==> config.mk <==
export PLATFORM = sky130hd
export DESIGN_NAME = hazard_stall_ctrl
export DESIGN_NICKNAME = d
export VERILOG_FILES = /design/src/rtl/hazard_stall_ctrl.sv
export SDC_FILE = /design/constraint.sdc
export NUM_CORES = 1
export LEC_CHECK = 0
export BUFFER_PORTS_ARGS = -buffer_cell sky130_fd_sc_hd__buf_2
export CAP_MARGIN = 20
export CORE_MARGIN = 2
export CORE_UTILIZATION = 41
export DETAILED_ROUTE_END_ITERATION = 8
export PLACE_DENSITY = 0.92
export SKIP_CTS_REPAIR_TIMING = 1
export SKIP_LAST_GASP = 1
export SLEW_MARGIN = 30
export SYNTH_ARGS = -nofsm -noshare
export SYNTH_HDL_FRONTEND = slang
export SYNTH_SLANG_ARGS = --single-unit
==> constraint.sdc <==
create_clock -name clk -period 2.5 [get_ports clk]
set_clock_uncertainty 0.05 [all_clocks]
set_input_delay 0.25 -clock clk [delete_from_list [all_inputs] [get_ports clk]]
set_output_delay 0.25 -clock clk [all_outputs]
set_load 0.01 [all_outputs]
==> src/rtl/hazard_stall_ctrl.sv <==
// Stall scheduler for the 5-stage MIPS pipeline: data-hazard and mult/div stalls.
// Optional STALL_STATS_EN macro adds a saturating stall_cycles counter port.
module hazard_stall_ctrl #(
   parameter int unsigned MULT_CYC = 5,
   parameter int unsigned DIV_CYC  = 10,
   parameter int unsigned CNT_W    = 8
) (
   input  logic             clk,
   input  logic             reset,
   input  logic [31:0]      FD_IR,
   input  logic [31:0]      DE_IR,
   input  logic [31:0]      EM_IR,
   output logic             stall,
   output logic             md_busy,
   output logic [CNT_W-1:0] md_cnt
`ifdef STALL_STATS_EN
   ,
   output logic [31:0]      stall_cycles
`endif
);

   localparam logic [5:0] OP_R   = 6'h00;
   localparam logic [5:0] OP_ORI = 6'h0d;
   localparam logic [5:0] OP_LUI = 6'h0f;
   localparam logic [5:0] OP_LW  = 6'h23;
   localparam logic [5:0] OP_SW  = 6'h2b;
   localparam logic [5:0] OP_BEQ = 6'h04;
   localparam logic [5:0] OP_JAL = 6'h03;

   localparam logic [5:0] F_ADDU  = 6'h21;
   localparam logic [5:0] F_SUBU  = 6'h23;
   localparam logic [5:0] F_SLL   = 6'h00;
   localparam logic [5:0] F_JR    = 6'h08;
   localparam logic [5:0] F_MULT  = 6'h18;
   localparam logic [5:0] F_MULTU = 6'h19;
   localparam logic [5:0] F_DIV   = 6'h1a;
   localparam logic [5:0] F_DIVU  = 6'h1b;
   localparam logic [5:0] F_MFHI  = 6'h10;
   localparam logic [5:0] F_MFLO  = 6'h12;
   localparam logic [5:0] F_MTHI  = 6'h11;
   localparam logic [5:0] F_MTLO  = 6'h13;

   // Tuse of 3 means "not read": it can never be below any Tnew (max 2).
   localparam logic [1:0] T_NONE = 2'd3;

   localparam logic [0:0] S_IDLE = 1'b0;
   localparam logic [0:0] S_BUSY = 1'b1;

   localparam logic [CNT_W-1:0] MULT_LD = CNT_W'(MULT_CYC);
   localparam logic [CNT_W-1:0] DIV_LD  = CNT_W'(DIV_CYC);
   localparam logic [CNT_W-1:0] CNT_ONE = CNT_W'(1);

   function automatic logic is_rfn(input logic [31:0] ir,
                                   input logic [5:0]  fn);
      is_rfn = (ir[31:26] == OP_R) && (ir[5:0] == fn);
   endfunction

   function automatic logic is_mul(input logic [31:0] ir);
      is_mul = is_rfn(ir, F_MULT) || is_rfn(ir, F_MULTU);
   endfunction

   function automatic logic is_div(input logic [31:0] ir);
      is_div = is_rfn(ir, F_DIV) || is_rfn(ir, F_DIVU);
   endfunction

   function automatic logic is_md(input logic [31:0] ir);
      is_md = is_mul(ir) || is_div(ir)
           || is_rfn(ir, F_MFHI) || is_rfn(ir, F_MFLO)
           || is_rfn(ir, F_MTHI) || is_rfn(ir, F_MTLO);
   endfunction

   function automatic logic is_alu(input logic [31:0] ir);
      is_alu = is_rfn(ir, F_ADDU) || is_rfn(ir, F_SUBU)
            || is_rfn(ir, F_SLL)  || is_rfn(ir, F_MFHI)
            || is_rfn(ir, F_MFLO) || (ir[31:26] == OP_ORI)
            || (ir[31:26] == OP_LUI);
   endfunction

   function automatic logic [1:0] tuse_rs(input logic [31:0] ir);
      tuse_rs = T_NONE;
      if (is_rfn(ir, F_JR) || ir[31:26] == OP_BEQ)
         tuse_rs = 2'd0;
      else if (is_rfn(ir, F_ADDU) || is_rfn(ir, F_SUBU)
            || is_mul(ir) || is_div(ir)
            || is_rfn(ir, F_MTHI) || is_rfn(ir, F_MTLO)
            || ir[31:26] == OP_ORI || ir[31:26] == OP_LW
            || ir[31:26] == OP_SW)
         tuse_rs = 2'd1;
   endfunction

   function automatic logic [1:0] tuse_rt(input logic [31:0] ir);
      tuse_rt = T_NONE;
      if (ir[31:26] == OP_BEQ)
         tuse_rt = 2'd0;
      else if (ir[31:26] == OP_SW)
         tuse_rt = 2'd2;
      else if (is_rfn(ir, F_ADDU) || is_rfn(ir, F_SUBU)
            || is_rfn(ir, F_SLL) || is_mul(ir) || is_div(ir))
         tuse_rt = 2'd1;
   endfunction

   // Destination register; $0 doubles as "writes nothing".
   function automatic logic [4:0] wreg(input logic [31:0] ir);
      wreg = 5'd0;
      if (is_rfn(ir, F_ADDU) || is_rfn(ir, F_SUBU) || is_rfn(ir, F_SLL)
       || is_rfn(ir, F_MFHI) || is_rfn(ir, F_MFLO))
         wreg = ir[15:11];
      else if (ir[31:26] == OP_ORI || ir[31:26] == OP_LUI
            || ir[31:26] == OP_LW)
         wreg = ir[20:16];
      else if (ir[31:26] == OP_JAL)
         wreg = 5'd31;
   endfunction

   function automatic logic [1:0] tnew_de(input logic [31:0] ir);
      tnew_de = 2'd0;
      if (ir[31:26] == OP_LW)
         tnew_de = 2'd2;
      else if (is_alu(ir))
         tnew_de = 2'd1;
   endfunction

   function automatic logic [1:0] tnew_em(input logic [31:0] ir);
      tnew_em = (ir[31:26] == OP_LW) ? 2'd1 : 2'd0;
   endfunction

   function automatic logic hit(input logic [4:0] src,
                                input logic [1:0] tuse,
                                input logic [4:0] wr,
                                input logic [1:0] tnew);
      hit = (src != 5'd0) && (src == wr) && (tuse < tnew);
   endfunction

   logic [0:0]       state_q, state_d;
   logic [CNT_W-1:0] cnt_q, cnt_d;
   logic             start;
   logic             data_stall;
   logic             md_stall;
   logic [4:0]       fd_rs, fd_rt, de_wr, em_wr;
   logic [1:0]       use_rs, use_rt, new_de, new_em;

   assign fd_rs  = FD_IR[25:21];
   assign fd_rt  = FD_IR[20:16];
   assign use_rs = tuse_rs(FD_IR);
   assign use_rt = tuse_rt(FD_IR);
   assign de_wr  = wreg(DE_IR);
   assign em_wr  = wreg(EM_IR);
   assign new_de = tnew_de(DE_IR);
   assign new_em = tnew_em(EM_IR);

   // Per source, per stage hazard terms ORed into one data stall.
   always_comb begin
      data_stall = hit(fd_rs, use_rs, de_wr, new_de)
                || hit(fd_rt, use_rt, de_wr, new_de)
                || hit(fd_rs, use_rs, em_wr, new_em)
                || hit(fd_rt, use_rt, em_wr, new_em);
   end

   assign start    = (state_q == S_IDLE) && (is_mul(DE_IR) || is_div(DE_IR));
   assign md_busy  = (state_q == S_BUSY);
   assign md_cnt   = cnt_q;
   assign md_stall = is_md(FD_IR) && (start || md_busy);
   assign stall    = data_stall || md_stall;

   // md unit next state: load on start, count down while busy.
   always_comb begin
      state_d = state_q;
      cnt_d   = cnt_q;
      unique case (state_q)
         S_IDLE: begin
            if (start) begin
               state_d = S_BUSY;
               cnt_d   = is_mul(DE_IR) ? MULT_LD : DIV_LD;
            end
         end
         S_BUSY: begin
            if (cnt_q == CNT_ONE) begin
               state_d = S_IDLE;
               cnt_d   = '0;
            end else begin
               cnt_d = cnt_q - CNT_ONE;
            end
         end
         default: begin
            state_d = S_IDLE;
            cnt_d   = '0;
         end
      endcase
   end

   // md unit state registers.
   always_ff @(posedge clk or negedge reset) begin
      if (!reset) begin
         state_q <= S_IDLE;
         cnt_q   <= '0;
      end else begin
         state_q <= state_d;
         cnt_q   <= cnt_d;
      end
   end

`ifdef STALL_STATS_EN
   logic [31:0] stall_cycles_q;

   // Saturating count of cycles spent stalled.
   always_ff @(posedge clk or negedge reset) begin
      if (!reset)
         stall_cycles_q <= '0;
      else if (stall && stall_cycles_q != 32'hFFFF_FFFF)
         stall_cycles_q <= stall_cycles_q + 32'd1;
   end

   assign stall_cycles = stall_cycles_q;
`endif

endmodule

# Yosys cells after proc, flatten, opt, wreduce, memory -nomap -nowiden
# Index checks and enable logic that the tools add are counted.
# op_classes
n_addsub	1
n_lt_le_gt_ge	4
eq_ne	41
n_mux	21
bitwise	1
n_reduce_logical	85
# ops
cell	count
$eq A6 B5 Y1 const B	16
$eq A6 B6 Y1 const B	10
$logic_or A1 B1 Y1	41
$eq A6 B4 Y1 const B	6
$logic_and A1 B1 Y1	36
$logic_not A6 Y1	6
$mux W5	6
$eq A5 B5 Y1	4
$mux W8	2
$pmux W8 S2	1
$eq A6 B2 Y1 const B	2
$mux W2	6
$reduce_bool A5 Y1	2
$eq A8 B1 Y1 const B	1
$sub A8 B1 Y8 const B	1
$eq A6 B3 Y1 const B	1
$lt A2 B1 Y1	2
$lt A2 B2 Y1	2
$mux W1	4
$mux W4	1
$ne A2 B2 Y1 const B	1
$pmux W1 S2	1
$not A1 Y1	1
# word_totals
ff_bits	9
input_bits	98
output_inout_bits	10
word_cells	155

# Depth between registers and ports, before layout
# logic_depth
ltp_word	18
mapped_depth	8
depth_no_buf	8

# Least setup slack after synthesis
# No wires, ideal clock.
# synth_timing
path_kind	input -> output
startpoint	input port EM_IR[30]
endpoint	output port stall
arrival_ns	2.053
required_ns	2.200
path_slack_ns	0.147
stages	8
n_path_buf	0
cell_sequence	or4_4 nor2_4 a32oi_1 xor2_1 nand2_1 or4_1 o21ai_1 a221o_1
# synth_via
elab_chain_len	13
elab_cells_between_ends	31
classes_between	order compare (2); eq/ne (6); mux (4); reduce/logical (19)
# synth_lines
element	line	rtl
start, declared	12	input logic [31:0] EM_IR,
$logic_not A6 Y1	55	is_rfn = (ir[31:26] == OP_R) && (ir[5:0] == fn);
$logic_and A1 B1 Y1	55	
$logic_or A1 B1 Y1 (2 in a row)	105	if (is_rfn(ir, F_ADDU) || is_rfn(ir, F_SUBU) || is_rfn(ir, F_SLL)
$logic_or A1 B1 Y1 (2 in a row)	106	|| is_rfn(ir, F_MFHI) || is_rfn(ir, F_MFLO))
$mux W5	105	
$eq A5 B5 Y1	131	hit = (src != 5'd0) && (src == wr) && (tuse < tnew);
$logic_and A1 B1 Y1 (2 in a row)	131	
$logic_or A1 B1 Y1	155	|| hit(fd_rs, use_rs, em_wr, new_em)
$logic_or A1 B1 Y1 *	156	|| hit(fd_rt, use_rt, em_wr, new_em);
$logic_or A1 B1 Y1 *	163	assign stall = data_stall || md_stall;
end, declared	13	output logic stall,
# Every way passes the cells marked *; elsewhere a longest branch is shown, timed or not.

# Final worst setup path
# layout_timing
startpoint	input port EM_IR[29]
endpoint	output port stall
# Same word-level chain as after synthesis.

==> impl_metrics.py <==
metrics = {
    "global_route": {
        "grt_usage_pct": 20.3,
        "grt_pass1_wl_um": 6670,
        "grt-ovfl-total": 0,
        "antenna_found_initial": 0,
        "grt_pass1_vias": 1608,
        "grt_start_max_net_pins": 10,
    },
    "cts": {
        "cts_tree": "built",
        "clock_latency_ns": 0.26,
        "cts_sinks": 9,
        "cts.clk_slew.worst_paths_ns": 0.06,
        "cts_buffers": 3,
        "htreeDepth": 1,
        "root_buffer": "clkbuf_4",
        "clockBufferDepth": 2,
    },
    "timing": {
        "finalCritPeriodShare_pct": 107,
        "relSlewSlack_pct": 69.4,
        "hold_violations": 0,
        "whs_ns": 0.280,
        "finalSetupViolCount": 1,
        "setup_slack_ns": -0.186,
        "rsz0062_at_grt": "yes",
        "final_max_slew_viol_count": 0,
        "min_period_ns": 2.69,
        "fmax_mhz": 372,
        "worst_pin_slew_ns": 0.455,
    },
    "placed_design": {
        "gp_congestion": 0.900,
        "port_buffers": 77,
        "hpwlAfterDp_um": 3510,
        "dp_slack_ns": -0.136,
    },
    "power_and_ir_drop": {
        "ir_drop_v": 0.000182,
        "power_leakage_nw": 0.937,
        "p_per_area_mw_per_mm2": 238,
        "finalPower_w": 0.000493,
    },
    "worst_setup_path": {
        "critPathKind": "in -> out",
        "r2r_slack_ns": 0.49,
        "crit_start": "EM_IR[29]",
        "rr_worst_depth": 5,
        "startpoint_type": "primary input",
        "critPathRequiredTime_ns": 2.20,
        "critPathMaxFanout": 4,
        "worstPathArrival_ns": 2.39,
        "r2r-end": "md_cnt[6]",
        "r2r_start": "md_cnt[3]",
        "crit_chain": "buf_6 -> or4_4 -> nor2_4 -> a32oi_2 -> xnor2_1 -> nand4_1 -> or4_1 -> o21ai_1 -> a221o_1 -> buf_2",
        "endpoint_kind": "output pin",
        "slowest_stage": "or4_4",
        "crit_path_max_incr_delay_ns": 0.54,
    },
    "synthesis": {
        "synth_edf_count": 0,
        "synth-seq-cells": 9,
        "syn_inst": 193,
        "netlist_area_mm2": 0.00141,
        "syn_nets": 295,
        "async_flop_share_pct": 100,
        "syn_avg_cell_area_um2": 7.32,
        "ys_warn_count": 0,
        "synthDistinctLibCells": 52,
        "synth-seq-area-share_pct": 15.9,
        "ys.flop_type": "dfrtp_1",
    },
    "run_status": {
        "violations": "setup timing",
        "status": "finished, violations left",
    },
    "job": {
        "cap_viol_max_count": 0,
    },
    "final_layout": {
        "diodes": 0,
        "final_common_cell": "buf_2",
        "fill_cells": 299,
        "final_cell_mix": "76 x buf_2, 24 x nand2_1, 20 x buf_4",
        "syn2layout_area_growth_pct": 46.4,
        "regArea_um2": 225,
        "drive_gt1_share_pct": 39.6,
        "multi_input_area_mm2": 0.00117,
        "final_nets": 396,
    },
    "routing": {
        "finalWirelength_um": 4300,
        "drc": 0,
        "via_per_inst": 5.42,
        "firstDrtPassIters": 4,
        "wire_per_inst_um": 12.7,
        "vias": 1839,
        "drt_iter0_markers": 122,
        "ant_nets": 0,
    },
    "floorplan": {
        "die_area_mm2": 0.00393,
        "die_h_um": 62.7,
        "start_util_pct": 42.7,
        "rows": 21,
        "die_w_um": 62.7,
        "io_pins": 108,
        "core_mm2": 0.00331,
    },
    "min_path": {
        "holdCritPathClass": "in -> reg",
        "hold_path_end": "md_cnt[3]",
        "whs_path_depth": 3,
        "hold_path_startpoint": "DE_IR[1]",
    },
}
## per-layer routing
layer  up-vias  track usage [%]  wire length (um)
li1        932                -                 -
met1       827             26.5              1820
met2        70             34.9              2160
met3        10             2.52               223
met4         0             5.83                91
met5         -                0                 0
## worst max-delay path: cells and delay by family
kind / cells / cell delay [ns]
and+or+nand+nor: 4 / 1.34
xor gates and xnor gates: 1 / 0.19
buffers and inverters: 2 / 0.23
AOI/OAI and AO/OA: 3 / 0.36
## registers in the layout, indices dropped and copies added (netlist names)
register,count
md_busy,1
md_cnt,8
## where the power goes
group / switching, W / leakage, nW / internal (W) / total (W)
combinational: 0.000102 / 0.816 / 0.000108 / 0.000210
clock: 0.0000519 / 0.0150 / 0.0000616 / 0.000113
sequential: 0.0000135 / 0.106 / 0.000156 / 0.000169
## through the flow
step	util (%)	TNS, ns	area [um^2]	cells
floorplan	-	0	1410	193
finish	62.5	-0.186	2070	339
global placement	59.4	-0.126	1970	330
detailed placement	59.4	-0.136	1970	330
global route	62.5	-0.276	2070	339
CTS	60.2	-0.138	1990	334
## cell usage after synthesis, types with 2 or more instances
master    instances  area (um^2)
a21oi_1           9         45.0
a22o_1            2         17.5
a31oi_1           3         18.8
a32oi_1           3         26.3
and3b_1           3         26.3
and4bb_2          2         25.0
dfrtp_1           9          225
ha_1              4         50.1
inv_1             9         33.8
nand2_1          24         90.1
nand2b_1          3         18.8
nand3_1           3         15.0
nor2_1           17         63.8
nor2b_1           2         12.5
nor3_1            8         40.0
nor3b_1           4         30.0
nor4_1            4         25.0
o211ai_1          3         22.5
o21a_1            4         30.0
o21ai_0          17         85.1
o21ai_1           4         20.0
o22ai_1           5         31.3
or3_1             3         18.8
or4_1             3         22.5
or4_4             2         22.5
xnor2_1           9         78.8
xor2_1            9         78.8
## worst max-delay path by stage
| stage | endpoint | slack [ns] | depth (start not counted) |
|---|---|---|---|
| 3_3_place_gp | stall | -0.13 | 10 |
| 4_1_cts | stall | -0.14 | 10 |
| 5_1_grt | stall | -0.28 | 10 |
| 3_5_place_dp | stall | -0.14 | 10 |
| 2_1_floorplan | stall | 0.15 | 8 |
| 6_report | stall | -0.19 | 10 |
## logic make-up (layout without fill, tap and decap cells)
kind of cell / after synthesis / after routing / share of synthesized area (%)
AO/OA/AOI/OAI: 63 / 63 / 30.6
flip-flops: 9 / 9 / 15.9
adder cells (fa/ha/maj): 4 / 4 / 3.54
buffers and inverters: 11 / 111 / 3.01
AND/OR/NAND/NOR: 85 / 85 / 33.1
multiplexers: 2 / 2 / 1.51
XOR/XNOR: 19 / 19 / 12.3
## final cells by class
cell class                      instances  area share [%]
Sequential cell                         9            10.9
Inverter                                9            1.63
Multi-Input combinational cell        173            56.7
Tap cell                               46            2.78
Timing Repair Buffer                   98            26.7
Clock buffer                            4            1.27
No activity file was read; power rests on OpenSTA's default activity.
